$ cat src/rtl/multicycle_ctrl.sv
// Multi-cycle RV32I control FSM: sequences FETCH/DECODE/EXEC/MEM/WB, drives the
// datapath selects and ALU op, and traps on illegal encodings or memory timeout.
module multicycle_ctrl #(
  parameter int TIMEOUT = 255,
  parameter int TO_W    = 8
) (
  input  logic       clk,
  input  logic       rst,
  input  logic [6:0] opcode,
  input  logic [2:0] func3,
  input  logic [6:0] func7,
  input  logic       mem_ready,
  input  logic       alu_zero,
  input  logic       alu_res0,
  output logic       mem_req,
  output logic       mem_we,
  output logic       addr_sel,
  output logic       ir_we,
  output logic       pc_we,
  output logic [1:0] pc_sel,
  output logic [4:0] alu_op,
  output logic [1:0] alu_a_sel,
  output logic [1:0] alu_b_sel,
  output logic       reg_we,
  output logic [1:0] wb_sel,
  output logic       retire,
  output logic       trap,
  output logic [1:0] trap_cause,
  output logic [2:0] state
);

  typedef enum logic [2:0] {
    S_IDLE = 3'd0, S_FETCH = 3'd1, S_DECODE = 3'd2, S_EXEC = 3'd3,
    S_MEM = 3'd4, S_WB = 3'd5, S_TRAP = 3'd6
  } state_e;

  typedef enum logic [3:0] {
    C_R, C_OPIMM, C_LOAD, C_STORE, C_BRANCH, C_JAL, C_JALR, C_LUI, C_AUIPC, C_SYSTEM
  } cls_e;

  localparam logic [4:0] ALU_AND = 5'd0, ALU_OR = 5'd1, ALU_ADD = 5'd2, ALU_SUB = 5'd3,
                         ALU_SLL = 5'd4, ALU_SRL = 5'd5, ALU_SRA = 5'd6, ALU_XOR = 5'd7,
                         ALU_SLT = 5'd9, ALU_SLTU = 5'd10;

  state_e            state_q, state_d;
  cls_e              cls_q, cls_d, dec_cls;
  logic [4:0]        alu_q, alu_d, dec_alu;
  logic [2:0]        f3_q, f3_d;
  logic [1:0]        cause_q, cause_d;
  logic [TO_W-1:0]   cnt_q, cnt_d;
  logic [TO_W:0]     cnt_inc;
  logic              dec_legal, to_hit, br_taken;

  function automatic logic [4:0] arith_op(input logic [2:0] f3, input logic f7b5,
                                          input logic is_r);
    case (f3)
      3'b000:  arith_op = (is_r && f7b5) ? ALU_SUB : ALU_ADD;
      3'b001:  arith_op = ALU_SLL;
      3'b010:  arith_op = ALU_SLT;
      3'b011:  arith_op = ALU_SLTU;
      3'b100:  arith_op = ALU_XOR;
      3'b101:  arith_op = f7b5 ? ALU_SRA : ALU_SRL;
      3'b110:  arith_op = ALU_OR;
      default: arith_op = ALU_AND;
    endcase
  endfunction

  always_comb begin
    dec_legal = 1'b0;
    dec_cls   = C_SYSTEM;
    dec_alu   = ALU_ADD;
    case (opcode)
      7'b0110011: begin
        dec_cls   = C_R;
        dec_legal = (func7 == 7'b0000000) ||
                    (func7 == 7'b0100000 && (func3 == 3'b000 || func3 == 3'b101));
        dec_alu   = arith_op(func3, func7[5], 1'b1);
      end
      7'b0010011: begin
        dec_cls   = C_OPIMM;
        dec_legal = (func3 == 3'b001) ? (func7 == 7'b0000000) :
                    (func3 == 3'b101) ? (func7 == 7'b0000000 || func7 == 7'b0100000) : 1'b1;
        dec_alu   = arith_op(func3, func7[5], 1'b0);
      end
      7'b0000011: begin
        dec_cls   = C_LOAD;
        dec_legal = (func3 != 3'b011) && (func3 != 3'b110) && (func3 != 3'b111);
      end
      7'b0100011: begin
        dec_cls   = C_STORE;
        dec_legal = (func3 <= 3'b010);
      end
      7'b1100011: begin
        dec_cls   = C_BRANCH;
        dec_legal = (func3 != 3'b010) && (func3 != 3'b011);
        case (func3[2:1])
          2'b10:   dec_alu = ALU_SLT;
          2'b11:   dec_alu = ALU_SLTU;
          default: dec_alu = ALU_SUB;
        endcase
      end
      7'b1101111: begin dec_cls = C_JAL;    dec_legal = 1'b1; end
      7'b1100111: begin dec_cls = C_JALR;   dec_legal = (func3 == 3'b000); end
      7'b0110111: begin dec_cls = C_LUI;    dec_legal = 1'b1; end
      7'b0010111: begin dec_cls = C_AUIPC;  dec_legal = 1'b1; end
      7'b1110011: begin dec_cls = C_SYSTEM; dec_legal = 1'b1; end
      default:    dec_legal = 1'b0;
    endcase
  end

  always_comb begin
    case (f3_q)
      3'b000:         br_taken = alu_zero;
      3'b001:         br_taken = !alu_zero;
      3'b100, 3'b110: br_taken = alu_res0;
      3'b101, 3'b111: br_taken = !alu_res0;
      default:        br_taken = 1'b0;
    endcase
  end

  // Count of cycles the current request has gone unanswered, including this one.
  assign cnt_inc = {1'b0, cnt_q} + {{TO_W{1'b0}}, 1'b1};
  assign to_hit  = (TIMEOUT != 0) && (cnt_inc == (TO_W + 1)'(TIMEOUT));

  // Memory handshake: mem_req is a valid that stays high (with stable addr_sel/mem_we)
  // until a cycle with mem_ready=1 completes it; mem_ready is ignored when mem_req=0.
  always_comb begin
    state_d   = state_q;
    cls_d     = cls_q;
    alu_d     = alu_q;
    f3_d      = f3_q;
    cause_d   = cause_q;
    cnt_d     = '0;
    mem_req   = 1'b0;
    mem_we    = 1'b0;
    addr_sel  = 1'b0;
    ir_we     = 1'b0;
    pc_we     = 1'b0;
    pc_sel    = 2'd0;
    alu_op    = 5'd0;
    alu_a_sel = 2'd0;
    alu_b_sel = 2'd0;
    reg_we    = 1'b0;
    wb_sel    = 2'd0;
    retire    = 1'b0;

    if (state_q == S_EXEC || state_q == S_MEM || state_q == S_WB) begin
      alu_op = alu_q;
      case (cls_q)
        C_OPIMM, C_LOAD, C_STORE, C_JALR: alu_b_sel = 2'd1;
        C_LUI:   begin alu_a_sel = 2'd2; alu_b_sel = 2'd1; end
        C_AUIPC: begin alu_a_sel = 2'd1; alu_b_sel = 2'd1; end
        default: ;
      endcase
    end

    case (state_q)
      S_IDLE: state_d = S_FETCH;
      S_FETCH: begin
        mem_req = 1'b1;
        if (mem_ready) begin
          ir_we   = 1'b1;
          state_d = S_DECODE;
        end else if (to_hit) begin
          state_d = S_TRAP;
          cause_d = 2'd2;
        end else begin
          cnt_d = cnt_inc[TO_W-1:0];
        end
      end
      S_DECODE: begin
        if (dec_legal) begin
          cls_d   = dec_cls;
          alu_d   = dec_alu;
          f3_d    = func3;
          state_d = S_EXEC;
        end else begin
          state_d = S_TRAP;
          cause_d = 2'd1;
        end
      end
      S_EXEC: begin
        case (cls_q)
          C_LOAD, C_STORE: state_d = S_MEM;
          C_BRANCH: begin
            pc_we   = 1'b1;
            retire  = 1'b1;
            pc_sel  = br_taken ? 2'd1 : 2'd0;
            state_d = S_FETCH;
          end
          C_SYSTEM: begin
            pc_we   = 1'b1;
            retire  = 1'b1;
            state_d = S_FETCH;
          end
          default: state_d = S_WB;
        endcase
      end
      S_MEM: begin
        mem_req  = 1'b1;
        addr_sel = 1'b1;
        mem_we   = (cls_q == C_STORE);
        if (mem_ready) begin
          if (cls_q == C_STORE) begin
            pc_we   = 1'b1;
            retire  = 1'b1;
            state_d = S_FETCH;
          end else begin
            state_d = S_WB;
          end
        end else if (to_hit) begin
          state_d = S_TRAP;
          cause_d = 2'd2;
        end else begin
          cnt_d = cnt_inc[TO_W-1:0];
        end
      end
      S_WB: begin
        reg_we  = 1'b1;
        pc_we   = 1'b1;
        retire  = 1'b1;
        state_d = S_FETCH;
        case (cls_q)
          C_LOAD:  wb_sel = 2'd1;
          C_JAL:   begin wb_sel = 2'd2; pc_sel = 2'd1; end
          C_JALR:  begin wb_sel = 2'd2; pc_sel = 2'd2; end
          default: ;
        endcase
      end
      S_TRAP:  state_d = S_TRAP;
      default: state_d = S_IDLE;
    endcase
  end

  always_ff @(posedge clk or posedge rst) begin
    if (rst) begin
      state_q <= S_IDLE;
      cls_q   <= C_R;
      alu_q   <= 5'd0;
      f3_q    <= 3'd0;
      cause_q <= 2'd0;
      cnt_q   <= '0;
    end else begin
      state_q <= state_d;
      cls_q   <= cls_d;
      alu_q   <= alu_d;
      f3_q    <= f3_d;
      cause_q <= cause_d;
      cnt_q   <= cnt_d;
    end
  end

  assign trap       = (state_q == S_TRAP);
  assign trap_cause = cause_q;
  assign state      = state_q;

endmodule

$ cat config.mk
export PLATFORM = sky130hd
export DESIGN_NAME = multicycle_ctrl
export DESIGN_NICKNAME = d
export VERILOG_FILES = /design/src/rtl/multicycle_ctrl.sv
export SDC_FILE = /design/constraint.sdc
export NUM_CORES = 1
export LEC_CHECK = 0
export ABC_AREA = 1
export CAP_MARGIN = 20
export CORE_UTILIZATION = 40
export CTS_CLUSTER_DIAMETER = 60
export DETAILED_ROUTE_END_ITERATION = 6
export MAX_ROUTING_LAYER = met4
export PLACE_DENSITY = 0.67
export SLEW_MARGIN = 0
export SYNTH_ARGS = -nofsm -noshare
export SYNTH_HDL_FRONTEND = slang
export SYNTH_SLANG_ARGS = --single-unit
$ cat constraint.sdc
create_clock -name clk -period 2.2 [get_ports clk]
set_clock_uncertainty 0.15 [all_clocks]
set_input_delay 0.22 -clock clk [delete_from_list [all_inputs] [get_ports clk]]
set_output_delay 0.22 -clock clk [all_outputs]
set_load 0.01 [all_outputs]
======== After elaboration in Yosys (flattened, before gate mapping) ========
Index checks and enable logic that the tools add are counted.
storage, ports and cells
  flip-flop bits (word level) ............. 25
  input bits .............................. 22
  output and inout bits ................... 26
  logic and storage cells ................. 128
cells by class
  add/subtract/negate cells ............... 1
  $lt $le $gt $ge ......................... 1
  equality and inequality tests ........... 47
  mux-type cells .......................... 46
  reduce and logical (&&, ||, !) cells .... 27
operators by type and width
  operator                                                          number
  4-bit one-hot mux with 7 select lines                             2
  4-bit one-hot mux with 9 select lines                             1
  3-bit == test (second input constant)                             10
  7-bit by 6-bit == test with 1-bit output (second input constant)  4
  7-bit == test (second input constant)                             4
  8-bit 2-to-1 mux                                                  3
  2-bit one-hot mux with 2 select lines                             5
  3-bit one-hot mux with 6 select lines                             1
  4-bit by 3-bit == test with 1-bit output (second input constant)  4
  1-bit 2-to-1 mux                                                  16
  3-bit 2-to-1 mux                                                  5
  7-bit by 5-bit == test with 1-bit output (second input constant)  2
  2-bit OR reduction                                                7
  3-bit by 2-bit == test with 1-bit output (second input constant)  4
  2-bit 2-to-1 mux                                                  6
  4-bit one-hot mux with 3 select lines                             1
  8-bit by 1-bit adder with 9-bit output (second input constant)    1
  3-bit by 1-bit == test with 1-bit output (second input constant)  3
  9-bit by 8-bit == test with 1-bit output (second input constant)  1
  3-bit logical NOT                                                 3
  4-bit by 2-bit == test with 1-bit output (second input constant)  2
  4-bit == test (second input constant)                             2
  4-bit one-hot mux with 2 select lines                             1
  7-bit by 2-bit == test with 1-bit output (second input constant)  1
  other kinds (21)                                                  33

======== Logic depth before layout (Yosys ltp) ========
Gate-level depths: netlist (run 1).
  depth after elaboration ................. 7
  mapped depth ............................ 13

======== Worst setup path before layout (run 1) ========
Ideal clock, no wire load.
  kind .................................... reg-to-output
  from .................................... register state_q[1], in the netlist state[1]
  to ...................................... output port retire
  arrival ................................. 1.432 ns
  setup slack ............................. 0.398 ns
  stages on the path, launching flop included .. 8
  path through ............................ dfrtp_1 -> inv_1 -> nand2_1 -> nor2_1 -> inv_1 -> nor2_1 -> a221o_1 -> buf_4
between the ends
  word-level cells in the longest chain between the ends .. 2
  elaborated cells between the ends (all ways) .. 4
  those cells by class .................... 3 x eq/ne; 1 x mux
RTL lines
  element                                                                           line  source
  from (decl)                                                                       45    state_e state_q, state_d;
  from (signal assigned)                                                            244   state_q <= state_d;
  3-bit == test / 3-bit by 2-bit == test with 1-bit output (equally long branches)  --
  1-bit one-hot mux with 3 select lines *                                           --
  to (decl)                                                                         26    output logic retire,
Every way passes the cells marked *; elsewhere a longest branch is shown, timed or not.

======== Final worst setup path (run 1) ========
  from .................................... register state_q[2], in the netlist state[2]
  to ...................................... output port retire
between the ends
  word-level cells in the longest chain between the ends .. 2
  elaborated cells between the ends (all ways) .. 4
  those cells by class .................... 3 x eq/ne; 1 x mux
RTL lines
  element                                                                           line  source
  3-bit == test / 3-bit by 2-bit == test with 1-bit output (equally long branches)  157   case (state_q)
  1-bit one-hot mux with 3 select lines *                                           157
Marks and branches as above.

==> results of run 1 <==
per-stage QoR:
stage | hold slack [ns] | worst slack (ns) | std cells | instance area [µm²]
after floorplan | 0.0846 | 0.398 | 306 | 1890
after global placement | 0.322 | 0.0657 | 408 | 2450
after detailed placement | 0.317 | 0.0676 | 408 | 2450
after CTS | 0.159 | 0.00394 | 412 | 2510
after global routing | 0.189 | -0.0364 | 412 | 2530
final | 0.152 | 0.0736 | 412 | 2530
cell usage in the layout (no fill, tap or decap), types with 3 or more instances in the layout:
master | synthesis | layout
a21oi_1 | 6 | 6
buf_4 | 3 | 9
clkbuf_8 | 0 | 4
clkdlybuf4s50_1 | 0 | 30
dfrtp_1 | 24 | 24
dlygate4sd2_1 | 0 | 9
dlymetal6s2s_1 | 0 | 6
inv_1 | 45 | 43
inv_2 | 5 | 7
nand2_1 | 77 | 75
nand2_2 | 4 | 6
nand3_1 | 24 | 24
nand3_2 | 3 | 3
nor2_1 | 60 | 56
nor2_2 | 2 | 6
nor3_1 | 6 | 5
o211ai_1 | 3 | 3
o21ai_0 | 15 | 15
o21ai_1 | 3 | 3
cell type report:
cell class,instances,area [µm²],share of cell area
multi-input cells,227,1080,0.428
flip-flops and latches,24,601,0.237
well taps,52,65.1,0.0257
clock buffers,4,55.1,0.0217
repair buffers,55,542,0.214
inverters,50,188,0.0741
Yosys cell counts:
library cell / number / share of area
dfrtp_1: 24 / 0.32
o21ai_1: 3 / 0.0079
o21ai_0: 15 / 0.040
a221o_1: 1 / 0.0053
nand3_2: 3 / 0.016
ha_1: 2 / 0.013
a21oi_1: 6 / 0.016
o211ai_1: 3 / 0.012
o21bai_1: 1 / 0.0040
nor4_1: 2 / 0.0066
o21ai_4: 1 / 0.0086
nand4_1: 2 / 0.0066
xnor2_1: 1 / 0.0046
o22ai_1: 2 / 0.0066
nand2_2: 4 / 0.013
inv_1: 45 / 0.089
conb_1: 1 / 0.0020
buf_6: 2 / 0.012
buf_4: 3 / 0.012
a31oi_1: 1 / 0.0033
a211oi_1: 1 / 0.0040
nor2_1: 60 / 0.12
o21a_1: 1 / 0.0040
nand2_1: 77 / 0.15
a21oi_2: 1 / 0.0046
o31ai_1: 1 / 0.0040
a311oi_1: 1 / 0.0046
nand3_1: 24 / 0.064
inv_2: 5 / 0.0099
nor3_1: 6 / 0.016
or2_2: 2 / 0.0066
nor2_2: 2 / 0.0066
and3_1: 2 / 0.0066
path summary, 6_finish.rpt:
| kind | startpoint | endpoint | slack, ns | cells past startpoint |
|---|---|---|---|---|
| hold / removal | rst | state[0] | 0.15 | 3 |
| setup reg to reg | cnt_q[0] | trap_cause[1] | 0.22 | 13 |
| max in group asynchronous | rst | cls_q[0] | 1.51 | 3 |
| hold reg to reg | trap_cause[0] | trap_cause[0] | 0.34 | 2 |
| min in group clk | trap_cause[0] | trap_cause[0] | 0.34 | 2 |
| setup / recovery | state[2] | retire | 0.07 | 7 |
critical path, delay by kind of cell (launching register included):
kind	cells	cell delay (ns)
DFF	1	0.39
buffers and inverters	3	0.53
AOI/OAI and AO/OA	1	0.35
and+or+nand+nor	3	0.21
power groups by stage:
stage          Combinational (W)  Sequential, W  Clock [W]
5_1_grt                  0.00118       0.000656   0.000325
2_1_floorplan           0.000553       0.000658          0
6_report                 0.00105       0.000639   0.000295
3_3_place_gp             0.00104       0.000642          0
3_5_place_dp             0.00104       0.000642          0
4_1_cts                  0.00103       0.000637   0.000305
per-layer routing:
layer / GRT usage / vias up / wire (µm)
met1: 0.281 / 914 / 2220
met4: 0.0622 / 0 / 99
met3: 0.0171 / 9 / 153
met2: 0.304 / 53 / 2060
li1: - / 1074 / -
met5: - / - / 0
logic make-up (layout without fill, tap and decap cells):
group / Yosys count / in the layout / share of synthesized area
XOR/XNOR: 1 / 1 / 0.00464
other: 1 / 2 / 0.00199
adder cells (fa/ha/maj): 2 / 2 / 0.0133
AO/OA/AOI/OAI: 38 / 38 / 0.125
buffers and inverters: 55 / 109 / 0.123
flip-flops: 24 / 24 / 0.318
AND/OR/NAND/NOR: 184 / 184 / 0.414
sequential cells by signal (all words and copies together), names as in the netlist:
name and count:
cnt_q 8, trap_cause 2, state 3, f3_q 3, cls_q 4, alu_q 4
repair_timing:
action / 4_1_cts / 5_1_grt
gates resized for setup: 13 / 12
cloned: 0 / 0
hold buffers: 0 / 0
pin swaps: 0 / 0
endpoints found under the setup margin: 14 / 12
==> summary.txt, run 1 <==
Power
  – Clock group share of total power: 0.149
  – P_int: 0.00117 W
  – Net Sw Power: 0.000814 W
  – Switching share of power: 0.411
  – Pwr/cell area: 782 mW/mm²
  – VDD IR max: 271 µV
  – Design Power: 0.00198 W
  – Reg power frac: 0.323
  – Comb pwr share: 0.528
  – P_leak: 1.33 nW

Global routing
  – GRT Util Overall: 0.199
  – Total gr overflow: 0
  – Vias in the first global route: 1,861
  – Largest net degree at the start of global routing: 25
  – First-pass GRT wire length: approximately 8000 µm
  – Antenna violations before repair: 0

Finish
  – Layout fillers: 449
  – Final Util: 0.570
  – Area delta synth->final: 34.2%
  – Proportion of layout cells with a drive suffix above 1: 0.117
  – Diodes inserted: 0
  – Final #Nets: 385

Synth
  – Synth warnings: 0
  – Synth Area per Inst: 6.19 µm²
  – Seq/Total Area, Yosys: 0.318
  – Mapped Cells: 305
  – Synth unique cells: 33
  – Synth Register Bits: 24
  – Synth Cell Area: between 0.0015 and 0.002 mm²

Critical path
  – CP Max Fanout: 6
  – Top cell by count, worst path: nor2_1
  – Endpoint required time on the critical path: around 1.8 ns
  – Slowest cell on crit path: dfrtp_1
  – CP Cell Sequence: buf_4 -> nand2_2 -> nor2_1 -> inv_1 -> nor2_1 -> a221o_1 -> dlygate4sd2_1
  – CP Launch Type: flip-flop
  – CP Class: reg -> out
  – CP endpoint kind: output port
  – Peak per-stage delay on the critical path: 0.39 ns
  – Crit path DAT: 1.76 ns

Min path
  – Hold Crit Class: in -> async

Drt
  – Initial DRC count: 90
  – First drt pass iteration count: 7
  – Final wirelength: 4530 µm
  – Routed via count: just over 2,000
  – DR WL/cell: 11.0 µm
  – Antenna viol nets, final: 0
  – DR DRC count: 4
  – Drt via density: 4.98

Floorplan
  – Area of the die: 0.00500 mm²
  – Die Ht: 70.7 µm
  – Core area: 0.00444 mm²
  – Initial Utilization: 0.425
  – Row cnt: 24
  – Die Span X: 70.7 µm
  – IO Pins: 48

Timing
  – Crit share post-route: 0.967
  – Max-slew violations: 0
  – Final setup viols: 0
  – Final Hold Viols: 0
  – Min Clock Period, post-route: between 2 and 2.5 ns
  – Max Fclk: between 400 and 500 MHz
  – Setup_tns: 0 ns
  – RSZ-0062 raised after global routing: true

Status
  – Violated checks: design-rule violations
  – Status: complete, but fails checks

Clock tree
  – Reg clk slew, reported paths: 0.09 ns
  – Post-CTS setup buffers: 0
  – Max Root-Sink Buffers: 2
  – Root Buffer: clkbuf_8
  – CTS Sinks: 24
  – CTS tree: built
  – Htree depth: 1
  – CTS buffer count: 3
  – Worst-Skew Late Latency: 0.26 ns

Placement
  – GPL Wtd Cong: 0.886
  – Port bufs: 45
  – DPL Wire Length: 3610 µm

Job
  – Max-cap violations: 0
(Power assumes the default switching activity.)
==> inputs of run 2 (changes only) <==
- CAP_MARGIN: 20 -> default
==> results of run 2 <==
Same layout as run 1: the final DEF is identical, and so are final timing and power.
